File: src/rtl/btn_debounce_pkg.sv
// Shared definitions for the button debounce and downstream one-shot stages:
// state encoding, default stability window and the output payload.
package btn_debounce_pkg;

    localparam int unsigned DB_STABLE_CNT_DEFAULT = 32'd1000000;

    typedef enum logic [1:0] {
        ST_LOW     = 2'd0,
        ST_WAIT_HI = 2'd1,
        ST_HIGH    = 2'd2,
        ST_WAIT_LO = 2'd3
    } db_state_e;

    typedef struct packed {
        logic level;
        logic rise;
        logic fall;
    } db_out_t;

    // Accepted level is 1 while stable high or while a drop is still unconfirmed.
    function automatic logic db_level_of(input db_state_e st);
        return (st == ST_HIGH) || (st == ST_WAIT_LO);
    endfunction

endpackage

File: src/rtl/btn_debounce_sync_2ff.sv
// Two-flop synchronizer bringing the asynchronous button level into the clk
// domain; both stages reset to 0.
module sync_2ff (
    input  logic clk,
    input  logic rst,
    input  logic d,
    output logic q
);

    logic meta_q;
    logic meta_d;
    logic sync_q;
    logic sync_d;

    always_comb begin
        meta_d = d;
        sync_d = meta_q;
    end

    always_ff @(posedge clk or posedge rst) begin
        if (rst) begin
            meta_q <= 1'b0;
            sync_q <= 1'b0;
        end else begin
            meta_q <= meta_d;
            sync_q <= sync_d;
        end
    end

    assign q = sync_q;

endmodule

File: src/rtl/btn_debounce.sv
// Debounces a raw button level: a new level is accepted only after the
// synchronized input holds it through a full stability window.
module btn_debounce
    import btn_debounce_pkg::*;
#(
    parameter int unsigned STABLE_CNT = DB_STABLE_CNT_DEFAULT,
    parameter int unsigned CNT_W      = $clog2(STABLE_CNT)
) (
    input  logic clk,
    input  logic rst,
    input  logic btn_in,
    output logic db_level,
    output logic rise_tick,
    output logic fall_tick
);

    localparam logic [CNT_W-1:0] CNT_LAST = CNT_W'(STABLE_CNT - 32'd1);

    logic          sync_in;
    db_state_e     state_q;
    db_state_e     state_d;
    logic [CNT_W-1:0] cnt_q;
    logic [CNT_W-1:0] cnt_d;
    db_out_t       out_q;
    db_out_t       out_d;

    sync_2ff u_sync (
        .clk (clk),
        .rst (rst),
        .d   (btn_in),
        .q   (sync_in)
    );

    // Candidate tracking; a bounce back to the accepted level aborts the attempt.
    always_comb begin
        state_d    = state_q;
        cnt_d      = cnt_q;
        out_d      = '0;

        unique case (state_q)
            ST_LOW: begin
                if (sync_in) begin
                    state_d = ST_WAIT_HI;
                    cnt_d   = '0;
                end
            end
            ST_WAIT_HI: begin
                if (!sync_in) begin
                    state_d = ST_LOW;
                end else if (cnt_q == CNT_LAST) begin
                    state_d    = ST_HIGH;
                    out_d.rise = 1'b1;
                end else begin
                    cnt_d = cnt_q + CNT_W'(1);
                end
            end
            ST_HIGH: begin
                if (!sync_in) begin
                    state_d = ST_WAIT_LO;
                    cnt_d   = '0;
                end
            end
            ST_WAIT_LO: begin
                if (sync_in) begin
                    state_d = ST_HIGH;
                end else if (cnt_q == CNT_LAST) begin
                    state_d    = ST_LOW;
                    out_d.fall = 1'b1;
                end else begin
                    cnt_d = cnt_q + CNT_W'(1);
                end
            end
            default: begin
                state_d = ST_LOW;
                cnt_d   = '0;
            end
        endcase

        out_d.level = db_level_of(state_d);
    end

    always_ff @(posedge clk or posedge rst) begin
        if (rst) begin
            state_q <= ST_LOW;
            cnt_q   <= '0;
            out_q   <= '0;
        end else begin
            state_q <= state_d;
            cnt_q   <= cnt_d;
            out_q   <= out_d;
        end
    end

    assign db_level  = out_q.level;
    assign rise_tick = out_q.rise;
    assign fall_tick = out_q.fall;

endmodule
File: config.mk
export PLATFORM = sky130hd
export DESIGN_NAME = btn_debounce
export DESIGN_NICKNAME = d
export VERILOG_FILES = /design/src/rtl/btn_debounce_pkg.sv /design/src/rtl/btn_debounce_sync_2ff.sv /design/src/rtl/btn_debounce.sv
export SDC_FILE = /design/constraint.sdc
export NUM_CORES = 1
export LEC_CHECK = 0
export ABC_AREA = 1
export CAP_MARGIN = 30
export CORE_MARGIN = 5
export CORE_UTILIZATION = 42
export CTS_CLUSTER_DIAMETER = 150
export DETAILED_ROUTE_END_ITERATION = 10
export SKIP_CTS_REPAIR_TIMING = 1
export SYNTH_ARGS = -nofsm -noshare
export SYNTH_HDL_FRONTEND = slang
export SYNTH_SLANG_ARGS = --single-unit
File: constraint.sdc
create_clock -name clk -period 1.5 [get_ports clk]
set_input_delay 0.3 -clock clk [delete_from_list [all_inputs] [get_ports clk]]
set_output_delay 0.3 -clock clk [all_outputs]
set_load 0.005 [all_outputs]
# Yosys cells after proc, flatten, opt, wreduce, memory -nomap -nowiden

Cells that the tools add are included.

Flip-flop bits (word level): 27
Logic and storage cells: 39

Equal/unequal tests: 10
Multiplexer cells: 18
Add/subtract/negate cells: 1
Reductions and logical operators: 3

Operator list:

| kind                    | count |
|---|---|
| $mux W20                | 5 |
| $pmux W20 S4            | 1 |
| $add A20 B1 Y20 const B | 1 |
| $eq A20 B20 Y1 const B  | 1 |
| $mux W2                 | 6 |
| $eq A2 B2 Y1 const B    | 4 |
| $pmux W2 S4             | 1 |
| $mux W1                 | 5 |
| $ne A2 B1 Y1 const B    | 2 |
| $ne A2 B2 Y1 const B    | 2 |
| $reduce_and A4 Y1       | 1 |
| $eq A2 B1 Y1 const B    | 1 |
| $logic_not A2 Y1        | 1 |
| $logic_or A1 B1 Y1      | 1 |

# Logic depth before layout (Yosys ltp)

Gate-level depths: netlist (run 1).

Depth after elaboration: 6
Gate-level depth with buffers: 10
Depth with buffers taken out: 10

# Modules after synthesis

A second synthesis (run 1) with hierarchy kept.

Cells, all modules: 229
Area total of the unflattened synthesis: 1601.5 um^2

By module, submodules not included:

| module       | instances | cells an instance | area each (um^2) | seq. area each (um^2) |
|---|---|---|---|---|
| btn_debounce | 1         | 226               | 1547.7           | 600.6 |
| sync_2ff     | 1         | 3                 | 53.8             | 50.0 |

# Worst setup path after synthesis (run 1)

No wires, ideal clock.

Kind: register to register
Start: register cnt_q[0]
End: register cnt_q[10]
Slack: 0.002 ns
Stages on the path, launching flop included: 8
Path buffers: 1
Arrival: 1.377 ns
Library setup time: 0.122 ns
Cell sequence: dfrtp_1 ha_1 nand3_2 nor2_4 nand3_4 nand2_4 buf_4 o21ai_1

Cells in the longest elaborated chain, start to end: 4

RTL lines:

| element                                           | line                                   | RTL |
|---|---|---|
| start, declared                                   | btn_debounce.sv:22                     | `logic [CNT_W-1:0] cnt_q;` |
| start signal, assigned                            | btn_debounce.sv:89                     | `cnt_q <= cnt_d;` |
| $add A20 B1 Y20 or $eq A20 B20 Y1 (tied branches) | -                                      |  |
| $mux W20 *                                        | btn_debounce.sv:50, btn_debounce.sv:66 |  |
| $mux W20, on equally long branches                | btn_debounce.sv:64, btn_debounce.sv:48 |  |
| $pmux W20 S4 *                                    | btn_debounce.sv:40                     | `unique case (state_q)` |

Every way passes the cells marked *; elsewhere a longest branch is shown, timed or not. The select of a mux whose other input is x is not followed.
A chain may end at the register's enable or synchronous reset.

# Worst setup path after layout (run 1)

Start: register cnt_q[1]
End: register cnt_q[19]

The elaborated chain is that of the path after synthesis.

==> results of run 1 <==
routing by layer:
metal	share of wire	global-route usage	vias to the layer above
li1	-	-	797
met1	0.49	0.221	701
met2	0.47	0.265	20
met3	0.031	0.0295	4
met4	0.0085	0.0251	0
met5	0	0	-
cell usage in the layout, fill, tap and decap left out, types with 2 or more instances in the layout:
cell type | netlist | final
nand2_1 | 77 | 72
buf_4 | 1 | 24
nor2_1 | 30 | 23
nand3_1 | 23 | 23
inv_1 | 20 | 20
dfrtp_1 | 26 | 20
o21ai_1 | 14 | 13
nor2_2 | 2 | 8
nand4_1 | 7 | 7
dfrtp_2 | 0 | 6
o21ai_0 | 5 | 5
nand2_2 | 0 | 5
clkdlybuf4s50_1 | 0 | 4
o21bai_1 | 3 | 3
clkbuf_8 | 0 | 3
nor2_4 | 1 | 2
nand3_4 | 1 | 2
xor2_1 | 2 | 2
and2_1 | 2 | 2
buf_6 | 2 | 2
worst max-delay path by stage:
stage | slack (ns) | endpoint | depth (start not counted) | from
after global placement | 0.06 | cnt_q[19]$_DFFE_PP0P_ | 8 | cnt_q[8]$_DFFE_PP0P_
after CTS | -0.02 | db_level | 1 | db_level$_DFF_PP0_
after global routing | -0.05 | cnt_q[19]$_DFFE_PP0P_ | 9 | cnt_q[1]$_DFFE_PP0P_
after floorplan | 0.002 | cnt_q[10]$_DFFE_PP0P_ | 7 | cnt_q[0]$_DFFE_PP0P_
after detailed placement | 0.04 | cnt_q[16]$_DFFE_PP0P_ | 8 | cnt_q[4]$_DFFE_PP0P_
final | 0.04 | cnt_q[19]$_DFFE_PP0P_ | 9 | cnt_q[1]$_DFFE_PP0P_
state kept, by name, indices dropped and copies added, names as in the netlist:
name,cells
state_q,1
u_sync.q,1
rise_tick,1
fall_tick,1
db_level,1
cnt_q,20
u_sync.meta_q,1
stage by stage:
stage               total power [uW]  hold slack [ns]  setup WS (ns)  area [um^2]  TNS [ns]
detailed placement               843            0.337         0.0414         1820         0
floorplan                        803            0.331        0.00180         1590         0
CTS                             1240            0.358        -0.0249         1860   -0.0299
finish                          1240            0.356         0.0414         2030         0
global placement                 841            0.332         0.0635         1820         0
global route                    1310            0.377        -0.0467         2030    -0.194
report_power, final:
part           leakage [uW]  switching (uW)  total [uW]  internal [uW]
Clock             0.0000216             211         391            180
Combinational      0.000490            76.6         128           51.2
Sequential         0.000344            10.5         724            714
worst max-delay path: cells and delay by family, from the launching register on:
kind,cells,cell delay (ns)
fa+ha+maj,1,0.22
buf+inv,1,0.06
flops,1,0.38
simple gates,7,0.73
cell families after synthesis:
kind of cell | after synthesis | synth area share
fa+ha+maj | 1 | 0.00787
xor+xnor | 3 | 0.0165
simple gates | 148 | 0.411
flops | 26 | 0.409
buf+inv | 27 | 0.0779
compound gates | 23 | 0.0771
final cells by class:
type                       instances  share of cell area
clock buffer                       3              0.0203
inverter                          22              0.0443
multi-input combinational        176               0.435
sequential                        26               0.323
tap                               48              0.0295
timing repair buffer              33               0.148
==> impl_metrics.xml, run 1 <==
<?xml version="1.0" encoding="UTF-8"?>
<metrics>
  <group name="worst_setup_path">
    <metric name="path_class" unit="">flip-flop to flip-flop</metric>
    <metric name="reg2reg_depth" unit="">9</metric>
    <metric name="crit_path_frequent_cell" unit="">nand3_4</metric>
    <metric name="worst_setup_path_end_kind" unit="">flip-flop</metric>
    <metric name="critical-path-slowest-cell" unit="">dfrtp_1</metric>
    <metric name="reg2reg_from" unit="">cnt_q[1]$_DFFE_PP0P_</metric>
    <metric name="endpoint_of_the_lowest_slack_register_to_register_path" unit="">cnt_q[19]$_DFFE_PP0P_</metric>
    <metric name="timing.critical_path.from_type" unit="">flip-flop</metric>
    <metric name="timing.critical_path.required" unit="ns">1.70</metric>
    <metric name="slowest_delay" unit="ns">0.38</metric>
    <metric name="critPathMaxFanout" unit="">10</metric>
    <metric name="setup.reg_to_reg.worst_slack" unit="ns">0.04</metric>
    <metric name="critical_path.cell_chain" unit="">ha_2 -&gt; nand3_4 -&gt; nor2_4 -&gt; nand3_4 -&gt; nand2_8 -&gt; inv_8 -&gt; nand2_2 -&gt; nand2_1 -&gt; nor2_2</metric>
    <metric name="arrival" unit="ns">1.66</metric>
  </group>
  <group name="sta">
    <metric name="slew-limit-headroom" unit="">0.786</metric>
    <metric name="timing.final.max_slew_violations" unit="">0</metric>
    <metric name="worstMarginPinSlew" unit="ns">0.322</metric>
    <metric name="fmax" unit="MHz">686</metric>
    <metric name="setup_viol" unit="">0</metric>
    <metric name="worst_clock_skew" unit="ns">0.00209</metric>
    <metric name="timing.final.hold_violations" unit="">0</metric>
    <metric name="setup_repair_after_global_routing_missed_its_margin" unit="">yes</metric>
    <metric name="post-route-period-util" unit="">0.972</metric>
    <metric name="layout_min_cycle_time" unit="ns">1.46</metric>
  </group>
  <group name="drt">
    <metric name="detailedRoute.firstPassIterationCount" unit="">4</metric>
    <metric name="avgViaCountPerCell" unit="">4.94</metric>
    <metric name="total_wire_length_after_detailed_routing" unit="um">3990</metric>
    <metric name="drt_iter0_markers" unit="">138</metric>
    <metric name="dr_total_vias" unit="">1522</metric>
    <metric name="wl_per_cell" unit="um">12.9</metric>
    <metric name="antenna_violating_nets_post_route" unit="">0</metric>
    <metric name="post-route-drc-count" unit="">0</metric>
  </group>
  <group name="clock_tree">
    <metric name="worstSkewPairLatency" unit="ns">0.27</metric>
    <metric name="clkSinkCount" unit="">26</metric>
    <metric name="clk_transition_reported_paths" unit="ns">0.08</metric>
    <metric name="tritoncts" unit="">built</metric>
    <metric name="buffers_from_clock_root_to_sink_at_most" unit="">2</metric>
    <metric name="cts_root_buffer" unit="">clkbuf_8</metric>
    <metric name="cts_buffers" unit="">3</metric>
    <metric name="cts-htree-levels" unit="">1</metric>
  </group>
  <group name="yosys">
    <metric name="yosysUniqueCellTypes" unit="">28</metric>
    <metric name="synth_async_sr_flop_share" unit="">1.00</metric>
    <metric name="synth.net_count" unit="">232</metric>
    <metric name="synth_common_cells" unit="">nand2_1 (77), nor2_1 (30), dfrtp_1 (26)</metric>
    <metric name="synth_top_area_cell" unit="">dfrtp_1</metric>
    <metric name="ys_seq_elements" unit="">26</metric>
    <metric name="synth_sequential_area_ratio" unit="">0.409</metric>
    <metric name="post_synth_inst_count" unit="">228</metric>
    <metric name="yosys_most_used_dff" unit="">dfrtp_1</metric>
    <metric name="yosys_warnings" unit="">0</metric>
    <metric name="yosysMostFrequentCell" unit="">nand2_1</metric>
    <metric name="synthesized_area" unit="mm^2">0.00159</metric>
    <metric name="synth_enable_flop_cells" unit="">0</metric>
    <metric name="synth_top_area_frac" unit="">0.409</metric>
    <metric name="post_synth.cell_area_avg" unit="um^2">6.97</metric>
    <metric name="synth.top_cells.by_area" unit="">dfrtp_1 (41%), nand2_1 (18%), nand3_1 (7.2%)</metric>
  </group>
  <group name="layout">
    <metric name="seqCellArea" unit="um^2">658</metric>
    <metric name="layout-drive-gt1-share" unit="">0.235</metric>
    <metric name="multi_input_area" unit="um^2">885</metric>
    <metric name="final.fill_count" unit="">359</metric>
    <metric name="flow.area_growth_from_synthesis" unit="%">27.9</metric>
    <metric name="fin_nets" unit="">266</metric>
    <metric name="ant_cells" unit="">0</metric>
    <metric name="finish.utilization" unit="">0.556</metric>
    <metric name="post_layout_nonfiller_instances" unit="">308</metric>
  </group>
  <group name="die">
    <metric name="io_pins" unit="">6</metric>
    <metric name="placementRows" unit="">22</metric>
    <metric name="die-area" unit="mm^2">0.00512</metric>
    <metric name="fp.dieH" unit="um">71.5</metric>
    <metric name="chipWidth" unit="um">71.5</metric>
    <metric name="coreArea" unit="mm^2">0.00366</metric>
    <metric name="initial_utilization" unit="">0.434</metric>
  </group>
  <group name="worst_hold_path">
    <metric name="hold_worst_path_end" unit="">u_sync.q$_DFF_PP0_</metric>
    <metric name="hold_start" unit="">u_sync.meta_q$_DFF_PP0_</metric>
    <metric name="hold-path-cell-count" unit="">0</metric>
    <metric name="min_path_type" unit="">flip-flop to flip-flop</metric>
  </group>
  <group name="placement">
    <metric name="i_o_buffers" unit="">5</metric>
    <metric name="place_inst" unit="">295</metric>
    <metric name="gp_congestion" unit="">0.922</metric>
    <metric name="hpwlAfterDp" unit="um">2850</metric>
  </group>
  <group name="global_route">
    <metric name="grt_pass1_vias" unit="">1344</metric>
    <metric name="antenna_found_initial" unit="">0</metric>
    <metric name="grt_overflow_total" unit="">0</metric>
    <metric name="largest_net_degree_at_the_start_of_global_routing" unit="">27</metric>
    <metric name="global_route.usage.total" unit="">0.160</metric>
    <metric name="global_route_wire_length_before_repair" unit="um">6520</metric>
  </group>
  <group name="status">
    <metric name="status" unit="">finished, final reports clean</metric>
  </group>
  <group name="power_and_ir_drop">
    <metric name="total_leakage_power" unit="uW">0.000856</metric>
    <metric name="power.ir.vdd_worst" unit="mV">0.387</metric>
    <metric name="cellPowerDensity" unit="mW/mm^2">611</metric>
  </group>
  <group name="run">
    <metric name="drv.max_cap_violation_count" unit="">0</metric>
  </group>
</metrics>
Power figures use the tool's default switching activity.
==> run 2: changes to the inputs <==
- ABC_CLOCK_PERIOD_IN_PS: unset -> 1500
==> results of run 2 <==
No change in the layout: final DEF, timing and power equal those of run 1.
==> run 3: changes to the inputs <==
- CORE_UTILIZATION: 42 -> 54
- PLACE_DENSITY: unset -> 0.75
==> impl_metrics.xml, run 3 (synthesis gave the netlist of run 1 again) <==
<?xml version="1.0" encoding="UTF-8"?>
<metrics>
  <group name="status">
    <metric name="status" unit="">finished with violations</metric>
    <metric name="violations" unit="">setup timing</metric>
  </group>
  <group name="drt">
    <metric name="antenna_violating_nets_post_route" unit="">0</metric>
    <metric name="total_wire_length_after_detailed_routing" unit="um">4310</metric>
    <metric name="detailedRoute.firstPassIterationCount" unit="">5</metric>
    <metric name="post-route-drc-count" unit="">0</metric>
    <metric name="drt_iter0_markers" unit="">206</metric>
    <metric name="avgViaCountPerCell" unit="">5.66</metric>
    <metric name="dr_total_vias" unit="">1663</metric>
    <metric name="wl_per_cell" unit="um">14.7</metric>
  </group>
  <group name="global_route">
    <metric name="global_route_wire_length_before_repair" unit="um">6350</metric>
    <metric name="largest_net_degree_at_the_start_of_global_routing" unit="">18</metric>
    <metric name="global_route.usage.total" unit="">0.193</metric>
    <metric name="antenna_found_initial" unit="">0</metric>
    <metric name="grt_overflow_total" unit="">0</metric>
    <metric name="grt_pass1_vias" unit="">1393</metric>
  </group>
  <group name="sta">
    <metric name="setup_viol" unit="">4</metric>
    <metric name="worstMarginPinSlew" unit="ns">0.256</metric>
    <metric name="post-route-period-util" unit="">1.01</metric>
    <metric name="setup_repair_after_global_routing_missed_its_margin" unit="">yes</metric>
    <metric name="layout_min_cycle_time" unit="ns">1.51</metric>
    <metric name="timing.final.max_slew_violations" unit="">0</metric>
    <metric name="timing.final.hold_violations" unit="">0</metric>
    <metric name="worst_clock_skew" unit="ns">0.00820</metric>
    <metric name="final_critical_path_setup_slack" unit="ns">-0.0112</metric>
    <metric name="slew-limit-headroom" unit="">0.829</metric>
    <metric name="fmax" unit="MHz">662</metric>
  </group>
  <group name="layout">
    <metric name="layout-drive-gt1-share" unit="">0.266</metric>
    <metric name="final_cell_mix" unit="">nand2_1 (70), buf_4 (26), nor2_1 (22), nand3_1 (22), inv_1 (20)</metric>
    <metric name="top_register" unit="">cnt_q</metric>
    <metric name="ant_cells" unit="">0</metric>
    <metric name="final.fill_count" unit="">195</metric>
    <metric name="fin_nets" unit="">268</metric>
    <metric name="mostFrequentLayoutCell" unit="">nand2_1</metric>
    <metric name="largest_register_ffs" unit="">20</metric>
    <metric name="flow.area_growth_from_synthesis" unit="%">31.4</metric>
  </group>
  <group name="worst_setup_path">
    <metric name="worst_setup_path_end_kind" unit="">flip-flop</metric>
    <metric name="cp_top_family" unit="">simple AND/OR/NAND/NOR gates</metric>
    <metric name="critical-path-slowest-cell" unit="">dfrtp_2</metric>
    <metric name="setup.reg_to_reg.worst_slack" unit="ns">-0.01</metric>
    <metric name="reg2reg_depth" unit="">8</metric>
    <metric name="critical_path.cell_chain" unit="">nor2_1 -&gt; nand2_1 -&gt; nor2_4 -&gt; nand3_4 -&gt; nand2_8 -&gt; clkbuf_16 -&gt; nand2_1 -&gt; o21ai_1</metric>
    <metric name="arrival" unit="ns">1.78</metric>
    <metric name="reg2reg_from" unit="">cnt_q[12]$_DFFE_PP0P_</metric>
    <metric name="path_buf_inv" unit="">1</metric>
    <metric name="path_class" unit="">flip-flop to flip-flop</metric>
    <metric name="timing.critical_path.required" unit="ns">1.77</metric>
    <metric name="critPathMaxFanout" unit="">7</metric>
    <metric name="crit_path_frequent_cell" unit="">nand2_1</metric>
    <metric name="slowest_delay" unit="ns">0.47</metric>
    <metric name="timing.critical_path.from_type" unit="">flip-flop</metric>
    <metric name="endpoint_of_the_lowest_slack_register_to_register_path" unit="">cnt_q[8]$_DFFE_PP0P_</metric>
  </group>
  <group name="placement">
    <metric name="dp_slack" unit="ns">0.0603</metric>
    <metric name="gp_congestion" unit="">0.922</metric>
    <metric name="hpwlAfterDp" unit="um">2810</metric>
    <metric name="i_o_buffers" unit="">5</metric>
  </group>
  <group name="run">
    <metric name="drv.max_cap_violation_count" unit="">0</metric>
  </group>
  <group name="die">
    <metric name="initial_utilization" unit="">0.572</metric>
    <metric name="placementRows" unit="">19</metric>
    <metric name="io_pins" unit="">6</metric>
    <metric name="fp.dieH" unit="um">64.3</metric>
    <metric name="coreArea" unit="mm^2">0.00278</metric>
    <metric name="chipWidth" unit="um">64.3</metric>
    <metric name="die-area" unit="mm^2">0.00413</metric>
  </group>
  <group name="power_and_ir_drop">
    <metric name="cellPowerDensity" unit="mW/mm^2">651</metric>
    <metric name="total_leakage_power" unit="uW">0.000912</metric>
    <metric name="power.ir.vdd_worst" unit="mV">0.658</metric>
    <metric name="report.power.total" unit="uW">1360</metric>
  </group>
  <group name="worst_hold_path">
    <metric name="min_path_type" unit="">primary input to async pin</metric>
  </group>
  <group name="clock_tree">
    <metric name="worstSkewPairLatency" unit="ns">0.33</metric>
    <metric name="cts_root_buffer" unit="">clkbuf_4</metric>
    <metric name="clk_transition_reported_paths" unit="ns">0.15</metric>
    <metric name="clkSinkCount" unit="">26</metric>
    <metric name="buffers_from_clock_root_to_sink_at_most" unit="">2</metric>
    <metric name="cts-htree-levels" unit="">1</metric>
    <metric name="cts_buffers" unit="">3</metric>
    <metric name="tritoncts" unit="">built</metric>
  </group>
</metrics>
-- run 3: cell count changes in the layout (fill, tap and decap cells not counted), sizes merged --
cell	before	now
clkbuf	4	5
dlymetal6s2s	1	3
bufinv	0	1
buf	27	28
clkdlybuf4s50	4	2
-- run 3: tightest hold or removal path, delay by kind of cell --
kind	cells	cell delay, ns
buffers and inverters	3	0.67
-- run 3: metal layers --
metal,GRT usage,wire (um)
met3,0.0368,386
met4,0.0687,169
met1,0.269,1790
met5,0,0
met2,0.299,1960
-- run 3: final cells by class --
type	count	area (um^2)	area share
multi-input cells	176	908	0.435
flip-flops and latches	26	662	0.317
repair buffers	35	343	0.164
inverters	22	85.1	0.0407
well taps	31	38.8	0.0186
clock inverters	1	30.0	0.0144
clock buffers	3	22.5	0.0108
-- run 3: metrics by stage --
stage,std cells,cell area (um^2),hold slack [ns],setup TNS [ns],utilization
global route,294,2090,0.280,-1.47,0.751
finish,294,2090,0.266,-0.0233,0.751
detailed placement,277,1800,0.340,0,0.647
CTS,281,1850,0.272,-0.127,0.666
floorplan,228,1590,0.331,0,-
global placement,277,1800,0.336,0,0.647
-- run 3: worst max-delay path by stage --
stage | depth (start not counted) | to | from | slack, ns
final | 8 | cnt_q[8]$_DFFE_PP0P_ | cnt_q[12]$_DFFE_PP0P_ | -0.01
after global placement | 8 | cnt_q[15]$_DFFE_PP0P_ | cnt_q[4]$_DFFE_PP0P_ | 0.09
after CTS | 1 | db_level | db_level$_DFF_PP0_ | -0.12
after global routing | 8 | cnt_q[8]$_DFFE_PP0P_ | cnt_q[12]$_DFFE_PP0P_ | -0.09
after detailed placement | 8 | cnt_q[6]$_DFFE_PP0P_ | cnt_q[7]$_DFFE_PP0P_ | 0.06
after floorplan | 7 | cnt_q[10]$_DFFE_PP0P_ | cnt_q[0]$_DFFE_PP0P_ | 0.002
-- run 3: power breakdown --
part           switching (uW)  internal [uW]  leakage [uW]
sequential               11.9            715      0.000339
clock                     221            271     0.0000279
combinational            79.4           63.0      0.000544
